`src/rtl/panda_pkg.sv`:
```
// Shared types for the panda divide unit: operation encoding, sequencer states
// and small decode helpers used by the control logic.
package panda_pkg;

    typedef enum logic [1:0] {
        DIV  = 2'b00,
        DIVU = 2'b01,
        REM  = 2'b10,
        REMU = 2'b11
    } div_op_e;

    typedef enum logic [2:0] {
        IDLE   = 3'd0,
        ABS_A  = 3'd1,
        ABS_B  = 3'd2,
        DIVIDE = 3'd3,
        FIXUP  = 3'd4,
        DONE   = 3'd5
    } div_state_e;

    function automatic logic op_is_signed(input div_op_e op);
        return (op == DIV) || (op == REM);
    endfunction

    function automatic logic op_is_rem(input div_op_e op);
        return (op == REM) || (op == REMU);
    endfunction

endpackage

```
`src/rtl/panda_adder.sv`:
```
// Shared add/subtract datapath: sum_o = a_i + b_i, or a_i - b_i when subtract_i
// is set (two's complement, carry-in supplies the +1).
module panda_adder #(
    parameter int Width = 33
) (
    input  logic [Width-1:0] a_i,
    input  logic [Width-1:0] b_i,
    input  logic             subtract_i,
    output logic [Width-1:0] sum_o
);

    logic [Width-1:0] b_eff;

    assign b_eff = subtract_i ? ~b_i : b_i;
    assign sum_o = a_i + b_eff + {{(Width-1){1'b0}}, subtract_i};

endmodule

```
`src/rtl/panda_divider.sv`:
```
// Iterative restoring divider (DIV/DIVU/REM/REMU) sequencing one shared adder.
// Define PANDA_DIV_FLUSH_EN to add the flush_i abort input.
module panda_divider
    import panda_pkg::*;
#(
    parameter int Width = 32
) (
    input  logic             clk_i,
    input  logic             rst_i,
`ifdef PANDA_DIV_FLUSH_EN
    input  logic             flush_i,
`endif
    input  logic             valid_i,
    output logic             ready_o,
    input  logic [Width-1:0] operand_a_i,
    input  logic [Width-1:0] operand_b_i,
    input  logic [1:0]       op_i,
    output logic             valid_o,
    input  logic             ready_i,
    output logic [Width-1:0] result_o
);

    localparam int CntW = $clog2(Width);

    div_state_e       state_q;
    div_op_e          op_q;
    div_op_e          op_in;
    logic             sign_a_q, sign_b_q;
    logic [Width-1:0] q_q, r_q, b_q, result_q;
    logic [CntW-1:0]  cnt_q;
    logic             valid_q;
    logic             flush;

    logic [Width:0]   adder_a, adder_b, adder_sum;
    logic             adder_sub;
    logic [Width-1:0] fix_val;
    logic             fix_neg;
    logic             in_signed, in_rem, b_zero, overflow;

`ifdef PANDA_DIV_FLUSH_EN
    assign flush = flush_i;
`else
    assign flush = 1'b0;
`endif

    assign op_in     = div_op_e'(op_i);
    assign in_signed = op_is_signed(op_in);
    assign in_rem    = op_is_rem(op_in);
    assign b_zero    = (operand_b_i == '0);
    assign overflow  = in_signed && (operand_a_i == {1'b1, {(Width-1){1'b0}}})
                       && (operand_b_i == '1);

    assign fix_val = op_is_rem(op_q) ? r_q : q_q;
    assign fix_neg = op_is_signed(op_q) &&
                     (op_is_rem(op_q) ? sign_a_q : (sign_a_q ^ sign_b_q));

    // Every negation is 0 - x; the divide step is the trial subtraction.
    always_comb begin
        adder_a   = '0;
        adder_b   = '0;
        adder_sub = 1'b0;
        case (state_q)
            ABS_A: begin
                adder_b   = {1'b0, q_q};
                adder_sub = 1'b1;
            end
            ABS_B: begin
                adder_b   = {1'b0, b_q};
                adder_sub = 1'b1;
            end
            DIVIDE: begin
                adder_a   = {r_q, q_q[Width-1]};
                adder_b   = {1'b0, b_q};
                adder_sub = 1'b1;
            end
            FIXUP: begin
                adder_b   = {1'b0, fix_val};
                adder_sub = 1'b1;
            end
            default: ;
        endcase
    end

    panda_adder #(.Width(Width + 1)) u_adder (
        .a_i        (adder_a),
        .b_i        (adder_b),
        .subtract_i (adder_sub),
        .sum_o      (adder_sum)
    );

    always_ff @(posedge clk_i or posedge rst_i) begin
        if (rst_i) begin
            state_q  <= IDLE;
            op_q     <= DIV;
            sign_a_q <= 1'b0;
            sign_b_q <= 1'b0;
            q_q      <= '0;
            r_q      <= '0;
            b_q      <= '0;
            result_q <= '0;
            cnt_q    <= '0;
            valid_q  <= 1'b0;
        end else if (flush && (state_q != IDLE)) begin
            state_q <= IDLE;
            valid_q <= 1'b0;
        end else begin
            case (state_q)
                IDLE: begin
                    if (valid_i && !flush) begin
                        op_q     <= op_in;
                        sign_a_q <= in_signed && operand_a_i[Width-1];
                        sign_b_q <= in_signed && operand_b_i[Width-1];
                        q_q      <= operand_a_i;
                        b_q      <= operand_b_i;
                        r_q      <= '0;
                        if (b_zero) begin
                            result_q <= in_rem ? operand_a_i : '1;
                            valid_q  <= 1'b1;
                            state_q  <= DONE;
                        end else if (overflow) begin
                            result_q <= in_rem ? '0 : operand_a_i;
                            valid_q  <= 1'b1;
                            state_q  <= DONE;
                        end else begin
                            state_q <= ABS_A;
                        end
                    end
                end
                ABS_A: begin
                    if (sign_a_q) q_q <= adder_sum[Width-1:0];
                    state_q <= ABS_B;
                end
                ABS_B: begin
                    if (sign_b_q) b_q <= adder_sum[Width-1:0];
                    cnt_q   <= CntW'(Width - 1);
                    state_q <= DIVIDE;
                end
                DIVIDE: begin
                    // A clear borrow bit means the trial subtraction fit.
                    q_q <= {q_q[Width-2:0], ~adder_sum[Width]};
                    r_q <= adder_sum[Width] ? {r_q[Width-2:0], q_q[Width-1]}
                                            : adder_sum[Width-1:0];
                    if (cnt_q == '0) state_q <= FIXUP;
                    else             cnt_q   <= cnt_q - 1'b1;
                end
                FIXUP: begin
                    result_q <= fix_neg ? adder_sum[Width-1:0] : fix_val;
                    valid_q  <= 1'b1;
                    state_q  <= DONE;
                end
                DONE: begin
                    if (ready_i) begin
                        valid_q <= 1'b0;
                        state_q <= IDLE;
                    end
                end
                default: begin
                    valid_q <= 1'b0;
                    state_q <= IDLE;
                end
            endcase
        end
    end

    assign ready_o  = (state_q == IDLE);
    assign valid_o  = valid_q;
    assign result_o = result_q;

endmodule

```
`config.mk`:
```
export PLATFORM = sky130hd
export DESIGN_NAME = panda_divider
export DESIGN_NICKNAME = d
export VERILOG_FILES = /design/src/rtl/panda_pkg.sv /design/src/rtl/panda_adder.sv /design/src/rtl/panda_divider.sv
export SDC_FILE = /design/constraint.sdc
export NUM_CORES = 1
export LEC_CHECK = 0
export ABC_AREA = 1
export BUFFER_PORTS_ARGS = -buffer_cell sky130_fd_sc_hd__buf_2
export CAP_MARGIN = 25
export CELL_PAD_IN_SITES_DETAIL_PLACEMENT = 1
export CELL_PAD_IN_SITES_GLOBAL_PLACEMENT = 1
export CORE_MARGIN = 5
export CORE_UTILIZATION = 39
export DETAILED_ROUTE_END_ITERATION = 10
export GPL_TIMING_DRIVEN = 1
export PLACE_DENSITY_LB_ADDON = 0.15
export SETUP_SLACK_MARGIN = 0.4
export SLEW_MARGIN = 25
export SYNTH_ARGS = -nofsm -noshare
export SYNTH_HDL_FRONTEND = slang
export SYNTH_HIERARCHICAL = 1
export SYNTH_SLANG_ARGS = --single-unit
```
`constraint.sdc`:
```
create_clock -name clk_i -period 3.8 [get_ports clk_i]
set_input_delay 0.38 -clock clk_i [delete_from_list [all_inputs] [get_ports clk_i]]
set_output_delay 0.38 -clock clk_i [all_outputs]
set_load 0.02 [all_outputs]
```
==> summary.md, run 1 <==
| Metric | Value |
|---|---|
| Critical path cell sequence | `buf_6, nor2_4, inv_2, nor2_4, inv_2, nand4_1, buf_6, buf_12, xor2_1, ha_2, nand2_1, o21ai_0, nand2_1, nand2_1, inv_1, nand3_1, nand2_2, o211ai_1, nand2_1, nand4_1, nand2_1` |
| WL final | `58820 um` |
| Final hold violations | `0` |
| CP most frequent cell | `nand2_1` |
| Clock sinks | `141` |
| Yosys reg bits | `141` |
| Hpwl dp | `37790 um` |
| Count of different cell masters after synthesis | `36` |
| Slew HR | `0.4407` |
| Nets | `2171` |
| Clk_lat worst skew | `0.45 ns` |
| Post-synth top cells | `nand2_1 (582), inv_1 (218), nor2_1 (218)` |
| H-tree Lvls | `4` |
| Net count after synthesis | `1986` |
| Post-Route Setup TNS | `-2.506 ns` |
| Core Footprint | `29720 sq um` |
| CTS Root Cell | `clkbuf_16` |
| Worst-Margin Slew | `0.8373 ns` |
| Final setup fails | `39` |
| Seq/Total Area, Yosys | `0.2994` |
| Synthesized area | `11790 sq um` |
| Failing checks | `setup timing` |
| Dpl cells | `2354` |
| Fin crit period | `3.983 ns` |
| PortBufs | `103` |
| First-pass GRT wire length | `81670 um` |
| TritonCTS clock tree | `done` |
| Synth area leader | `dfrtp_1` |
| Reg clk slew, reported paths | `0.06 ns` |
| MaxCap Viol Count | `0` |
| Ys async rst share | `1.000` |
| Layout cell share with drive strength beyond 1 | `0.3192` |
| Crit-path max FO | `9` |
| Number of synthesized flops with an enable pin | `0` |
| Critical Path Start Type | `flop` |
| DRT iter0 DRCs | `1512` |
| Top Metal Used | `met4` |
| Initial antenna violation count | `0` |
| Critical path data arrival time | `4.31 ns` |
| Buf+Inv Stages, Crit Path | `6` |
| Average wire per standard cell | `23.81 um` |
| Via count | `14520` |
| Critical Path RT | `4.13 ns` |
| Area grow syn2layout | `40.30%` |
| Yosys Warn Count | `6` |
| Clk_skew | `0.01329 ns` |
| Placed Area | `13090 sq um` |
| CP delay by family, top | `simple AND/OR/NAND/NOR gates` |
| Register area | `3532 sq um` |
| Multi-input gate area | `8830 sq um` |
| Hold-fix buffer count after cts | `0` |
| Largest net degree at the start of global routing | `65` |
| Syn_area_per_cell | `6.262 sq um` |
| Synth Flop Type | `dfrtp_1` |
| Vias in the first global route | `14010` |
| Antenna Violating Nets Remaining | `0` |
| CTS Buf Count | `17` |
| Non-Filler Instances | `2470` |
| Antenna Diode Count | `0` |
| Number of top-level pins | `104` |
| Endpoint class of the critical path | `flop` |
| Wl on met1 | `25710 um` |
| CTS max path bufs | `2` |
| Grt ovf | `0` |
| Pre-CTS setup slack | `-0.1077 ns` |
| Global placement routability congestion | `0.9516` |
| WS Path Type | `flop to flop` |
| CP max stage cell | `o21ai_0` |
| Horiz. Die Dim | `183.8 um` |
| FILL cells | `3776` |
| Hold Path Class | `input port to asynchronous set/reset pin` |
| Share of the synthesized area in the top cell type | `0.2994` |
| Die Area | `33800 sq um` |
| Final WS setup | `-0.1826 ns` |
| Met3 wire length | `4325 um` |
| Post-synthesis instance total | `1882` |
| Post-layout instance area | `16530 sq um` |
| Fmax | `251.1 MHz` |
| RSZ-0062 raised after global routing | `yes` |
| Die extent in y | `183.8 um` |
| Final Slew Violations | `0` |
| Final period util | `1.048` |
| WL met2 | `26870 um` |
| DR pass1 iterations | `5` |
| Status | `finished with violations` |
| Drt via density | `5.877` |
| FP Rows | `63` |
| Initial Utilization | `0.3966` |
| Ranking of synthesized cells by area | `dfrtp_1 (30%), nand2_1 (19%), o21ai_0 (8.2%)` |
| Most frequent cell after synthesis | `nand2_1` |
| Worst path max stage delay | `0.53 ns` |
| DRC errors left | `0` |
| GRT Total Usage | `0.3078` |
[path summary, 6_finish.rpt]
| check | from | endpoint | slack [ns] | cells past startpoint |
|---|---|---|---|---|
| setup / recovery | state_q[0] | result_o[20] | -0.18 | 21 |
| hold / removal | rst_i | result_o[26] | 0.09 | 2 |
| setup reg to reg | state_q[0] | result_o[20] | -0.18 | 21 |
| hold reg to reg | result_o[13] | result_o[13] | 0.47 | 2 |
| max in group asynchronous | rst_i | result_o[15] | 2.86 | 3 |
| min in group clk_i | operand_b_i[26] | b_q[26] | 0.22 | 3 |
[registers in the layout, indices dropped and copies added, names as in the netlist]
| name | count |
|---|---|
| state_q | 3 |
| op_q | 2 |
| cnt_q | 5 |
| q_q | 32 |
| sign_a_q | 1 |
| sign_b_q | 1 |
| r_q | 32 |
| b_q | 32 |
| valid_o | 1 |
| result_o | 32 |
[what timing repair did]
action	CTS	global route
endpoints found under the setup margin	113	117
gates cloned	4	3
resized for setup	115	425
buffers inserted	26	51
endpoints found under the hold margin	0	0
pin swaps	56	163
[cells in the final DEF (no fill, tap or decap), types with 14 or more instances in the layout]
cell and n:
nand2_1 465, inv_1 192, nor2_1 192, dfrtp_1 138, buf_4 110, o21ai_0 109
buf_2 103, nand2_2 97, o21ai_1 75, a21oi_1 43, nand4_1 37, buf_6 37
o22ai_1 36, nand2_4 35, o211ai_1 35, a31oi_1 32, inv_2 29, o221ai_2 21
nor2_2 19, a21oi_2 19, xor2_1 19, clkbuf_16 19, xor2_2 17, nor2_4 15
ha_4 15, o21ai_2 14, nand3_1 14, a21oi_4 14
[kinds of logic after synthesis]
| logic type | count (synthesis) | synth area share |
|---|---|---|
| DFF | 141 | 0.2994 |
| AOI/OAI and AO/OA | 423 | 0.2083 |
| and+or+nand+nor | 904 | 0.3103 |
| adders and majority gates | 34 | 0.03673 |
| other | 1 | 0.0003182 |
| buffers and inverters | 329 | 0.1078 |
| xor gates and xnor gates | 50 | 0.03716 |
[routing by layer]
layer / vias up / track usage
met5: - / 0
met4: 0 / 0.07572
met2: 646 / 0.4746
met3: 126 / 0.04155
li1: 6476 / -
met1: 7268 / 0.4570
[layout make-up]
cell class / instances / share of cell area
Tap cell: 390 / 0.02951
Clock buffer: 23 / 0.03072
Multi-Input combinational cell: 1412 / 0.5340
Timing Repair Buffer: 270 / 0.1323
Inverter: 225 / 0.05191
Clock inverter: 9 / 0.007870
Sequential cell: 141 / 0.2136
[through the flow]
| step | util | hold slack (ns) |
|---|---|---|
| floorplan | - | 0.4806 |
| global placement | 0.4406 | 0.4487 |
| detailed placement | 0.4406 | 0.4625 |
| CTS | 0.4876 | 0.1141 |
| global route | 0.5564 | 0.1312 |
| finish | 0.5564 | 0.08501 |
[worst register-to-register path: stages (launching register included)]
cell	delay [ns]
dfrtp_1	0.40
buf_6	0.13
nor2_4	0.11
inv_2	0.07
nor2_4	0.12
inv_2	0.08
nand4_1	0.10
buf_6	0.16
buf_12	0.18
xor2_1	0.26
ha_2	0.29
nand2_1	0.18
o21ai_0	0.53
nand2_1	0.20
nand2_1	0.18
inv_1	0.09
nand3_1	0.11
nand2_2	0.12
o211ai_1	0.30
nand2_1	0.10
nand4_1	0.09
nand2_1	0.06
Power of run 1 is left out: the tool's default activity adds up to more than one toggle a clock period on the data nets, which glitch-free logic cannot reach.
==> run 2, diff against run 1 <==
MAX_ROUTING_LAYER = met4   (was unset)
==> run 2 against run 1 <==
Compared with the run above:
- the run now ends clean
- critical path depth shrank 4
- clock skew grew 0.0045 ns
- worst hold slack lost 0.011 ns
- final cell count shrank 1.1%
- global-route usage grew 1.4 points
- register-to-register slack gained 0.31 ns
- setup slack gained 0.31 ns
- maximum frequency grew 8.5%
- design area shrank 6.9%
- via count shrank 4.6%
- sequential share of layout area grew 1.6 points
- clock-buffer cell count shrank 3
==> summary.md, run 2 (synthesis results as in run 1) <==
| Metric | Value |
|---|---|
| Via count | `13850 (was 14520)` |
| Clock sinks | `141 (unchanged)` |
| CP max stage cell | `o211ai_1 (was o21ai_0)` |
| Hpwl dp | `39890 um (was 37790 um)` |
| Most common cell after layout, fill and taps aside | `nand2_1 (unchanged)` |
| Hold-fix buffer count after cts | `0 (unchanged)` |
| PortBufs | `103 (unchanged)` |
| Drt via density | `5.670 (was 5.877)` |
| DR pass1 iterations | `5 (unchanged)` |
| Final setup fails | `0 (was 39)` |
| Final Slew Violations | `0 (unchanged)` |
| Post-Route Setup TNS | `0 ns (was -2.506 ns)` |
| Critical path data arrival time | `3.99 ns (was 4.31 ns)` |
| Initial Utilization | `0.3966 (unchanged)` |
| Cells on worst reg2reg path | `17 (was 21)` |
| H-tree Lvls | `4 (unchanged)` |
| Clk_skew | `0.01774 ns (was 0.01329 ns)` |
| Largest net degree at the start of global routing | `65 (unchanged)` |
| Clk_lat worst skew | `0.44 ns (was 0.45 ns)` |
| Vias in the first global route | `14010 (about the same)` |
| Status | `complete, no violations (was finished with violations)` |
| Non-Filler Instances | `2443 (was 2470)` |
| DRC errors left | `0 (unchanged)` |
| GRT Total Usage | `0.3220 (was 0.3078)` |
| Critical path cell sequence | `buf_12, buf_12, buf_4, o21ai_0, o221ai_1, xor2_1, ha_1, nand2_1, inv_1, nand3_1, nand2_2, buf_4, xor2_1, o211ai_1, nand2_1, nand4_1, nand2_1 (was buf_6, nor2_4, inv_2, nor2_4, inv_2, nand4_1, buf_6, buf_12, xor2_1, ha_2, nand2_1, o21ai_0, nand2_1, nand2_1, inv_1, nand3_1, nand2_2, o211ai_1, nand2_1, nand4_1, nand2_1)` |
| Die extent in y | `183.8 um (unchanged)` |
| CTS Root Cell | `clkbuf_16 (unchanged)` |
| Number of top-level pins | `104 (unchanged)` |
| WL final | `54800 um (was 58820 um)` |
| Endpoint class of the critical path | `flop (unchanged)` |
| Final hold violations | `0 (unchanged)` |
| Global placement routability congestion | `0.9010 (was 0.9516)` |
| Fin crit period | `3.671 ns (was 3.983 ns)` |
| Horiz. Die Dim | `183.8 um (unchanged)` |
| CP delay by family, top | `compound AO/OA/AOI/OAI gates (was simple AND/OR/NAND/NOR gates)` |
| Reg clk slew, reported paths | `0.07 ns (was 0.06 ns)` |
| RR Startpoint | `op_q[1] (was state_q[0])` |
| Initial antenna violation count | `1 (was 0)` |
| DRT iter0 DRCs | `1178 (was 1512)` |
| MaxCap Viol Count | `0 (unchanged)` |
| Crit-path max FO | `24 (was 9)` |
| Hold Path Class | `input port to asynchronous set/reset pin (unchanged)` |
| Die Area | `33800 sq um (unchanged)` |
| Worst reg2reg endpoint | `result_o[8] (was result_o[20])` |
| Worst path max stage delay | `0.54 ns (was 0.53 ns)` |
| First-pass GRT wire length | `82530 um (was 81670 um)` |
| Fmax | `272.4 MHz (was 251.1 MHz)` |
| Worst R2R Setup Slack | `0.13 ns (was -0.18 ns)` |
| Worst-Margin Slew | `0.8543 ns (was 0.8373 ns)` |
| Antenna Violating Nets Remaining | `0 (unchanged)` |
| Critical path origin | `op_q[1] (was state_q[0])` |
| Critical Path RT | `4.12 ns (was 4.13 ns)` |
| Area grow syn2layout | `30.57% (was 40.30%)` |
| TritonCTS clock tree | `done (unchanged)` |
| RSZ-0062 raised after global routing | `yes (unchanged)` |
| FP Rows | `63 (unchanged)` |
| CP most frequent cell | `nand2_1 (unchanged)` |
| Buf+Inv Stages, Crit Path | `5 (was 6)` |
| Layout cell share with drive strength beyond 1 | `0.2437 (was 0.3192)` |
| Average wire per standard cell | `22.43 um (was 23.81 um)` |
| CTS Buf Count | `17 (unchanged)` |
| CTS max path bufs | `2 (unchanged)` |
| Critical Path Start Type | `flop (unchanged)` |
| Final period util | `0.9662 (was 1.048)` |
| Dpl cells | `2375 (was 2354)` |
| Commonest non-fill, non-tap cells in the layout | `nand2_1 (525), inv_1 (210), nor2_1 (197) (was nand2_1 (465), inv_1 (192), nor2_1 (192))` |
| Slew HR | `0.4283 (was 0.4407)` |
| Grt ovf | `0 (unchanged)` |
| Core Footprint | `29720 sq um (unchanged)` |
| WS Path Type | `flop to flop (unchanged)` |
| Nets | `2147 (was 2171)` |
==> run 2: repair_timing <==
item | 4_1_cts | 5_1_grt
resized for setup | 188 | 92
endpoints found under the setup margin | 111 | 112
pin swaps | 68 | 50
buffers inserted | 22 | 11
cloned | 3 | 3
hold endpoints to repair | 0 | 0
==> run 2: per-stage QoR <==
step / setup WS (ns) / hold slack [ns] / cell area (sq um) / util
6_report: 0.1285 / 0.07444 / 15390 / 0.5178
5_1_grt: -0.01112 / 0.1087 / 15390 / 0.5178
4_1_cts: 0.2587 / 0.07614 / 14810 / 0.4982
3_5_place_dp: -0.05150 / 0.4630 / 13330 / 0.4484
3_3_place_gp: -0.01825 / 0.4519 / 13330 / 0.4484
2_1_floorplan: 0.4082 / 0.4806 / 11840 / -
==> run 2: layer usage <==
metal / share of wire / vias to the layer above / GRT usage
met5: 0 / - / -
li1: - / 6423 / -
met2: 0.44 / 526 / 0.4779
met3: 0.078 / 71 / 0.06450
met4: 0.019 / 0 / 0.07069
met1: 0.46 / 6831 / 0.4563
==> run 2: cell type report <==
class	count	area (sq um)
fill	3886	14330
multi-input combinational	1412	8107
sequential	141	3532
timing repair buffer	246	1902
inverter	225	859.6
tap	390	488.0
clock buffer	20	446.7
clock inverter	8	50.05
antenna	1	2.502
==> run 2: how the worst max path moves through the flow <==
stage / slack, ns / cells past startpoint / endpoint
floorplan: 0.41 / 22 / r_q[7]
global placement: -0.02 / 18 / r_q[24]
detailed placement: -0.05 / 19 / result_o[25]
CTS: 0.26 / 21 / r_q[19]
global route: -0.01 / 25 / r_q[20]
finish: 0.13 / 17 / result_o[8]
Power of run 2 is left out for the same reason.
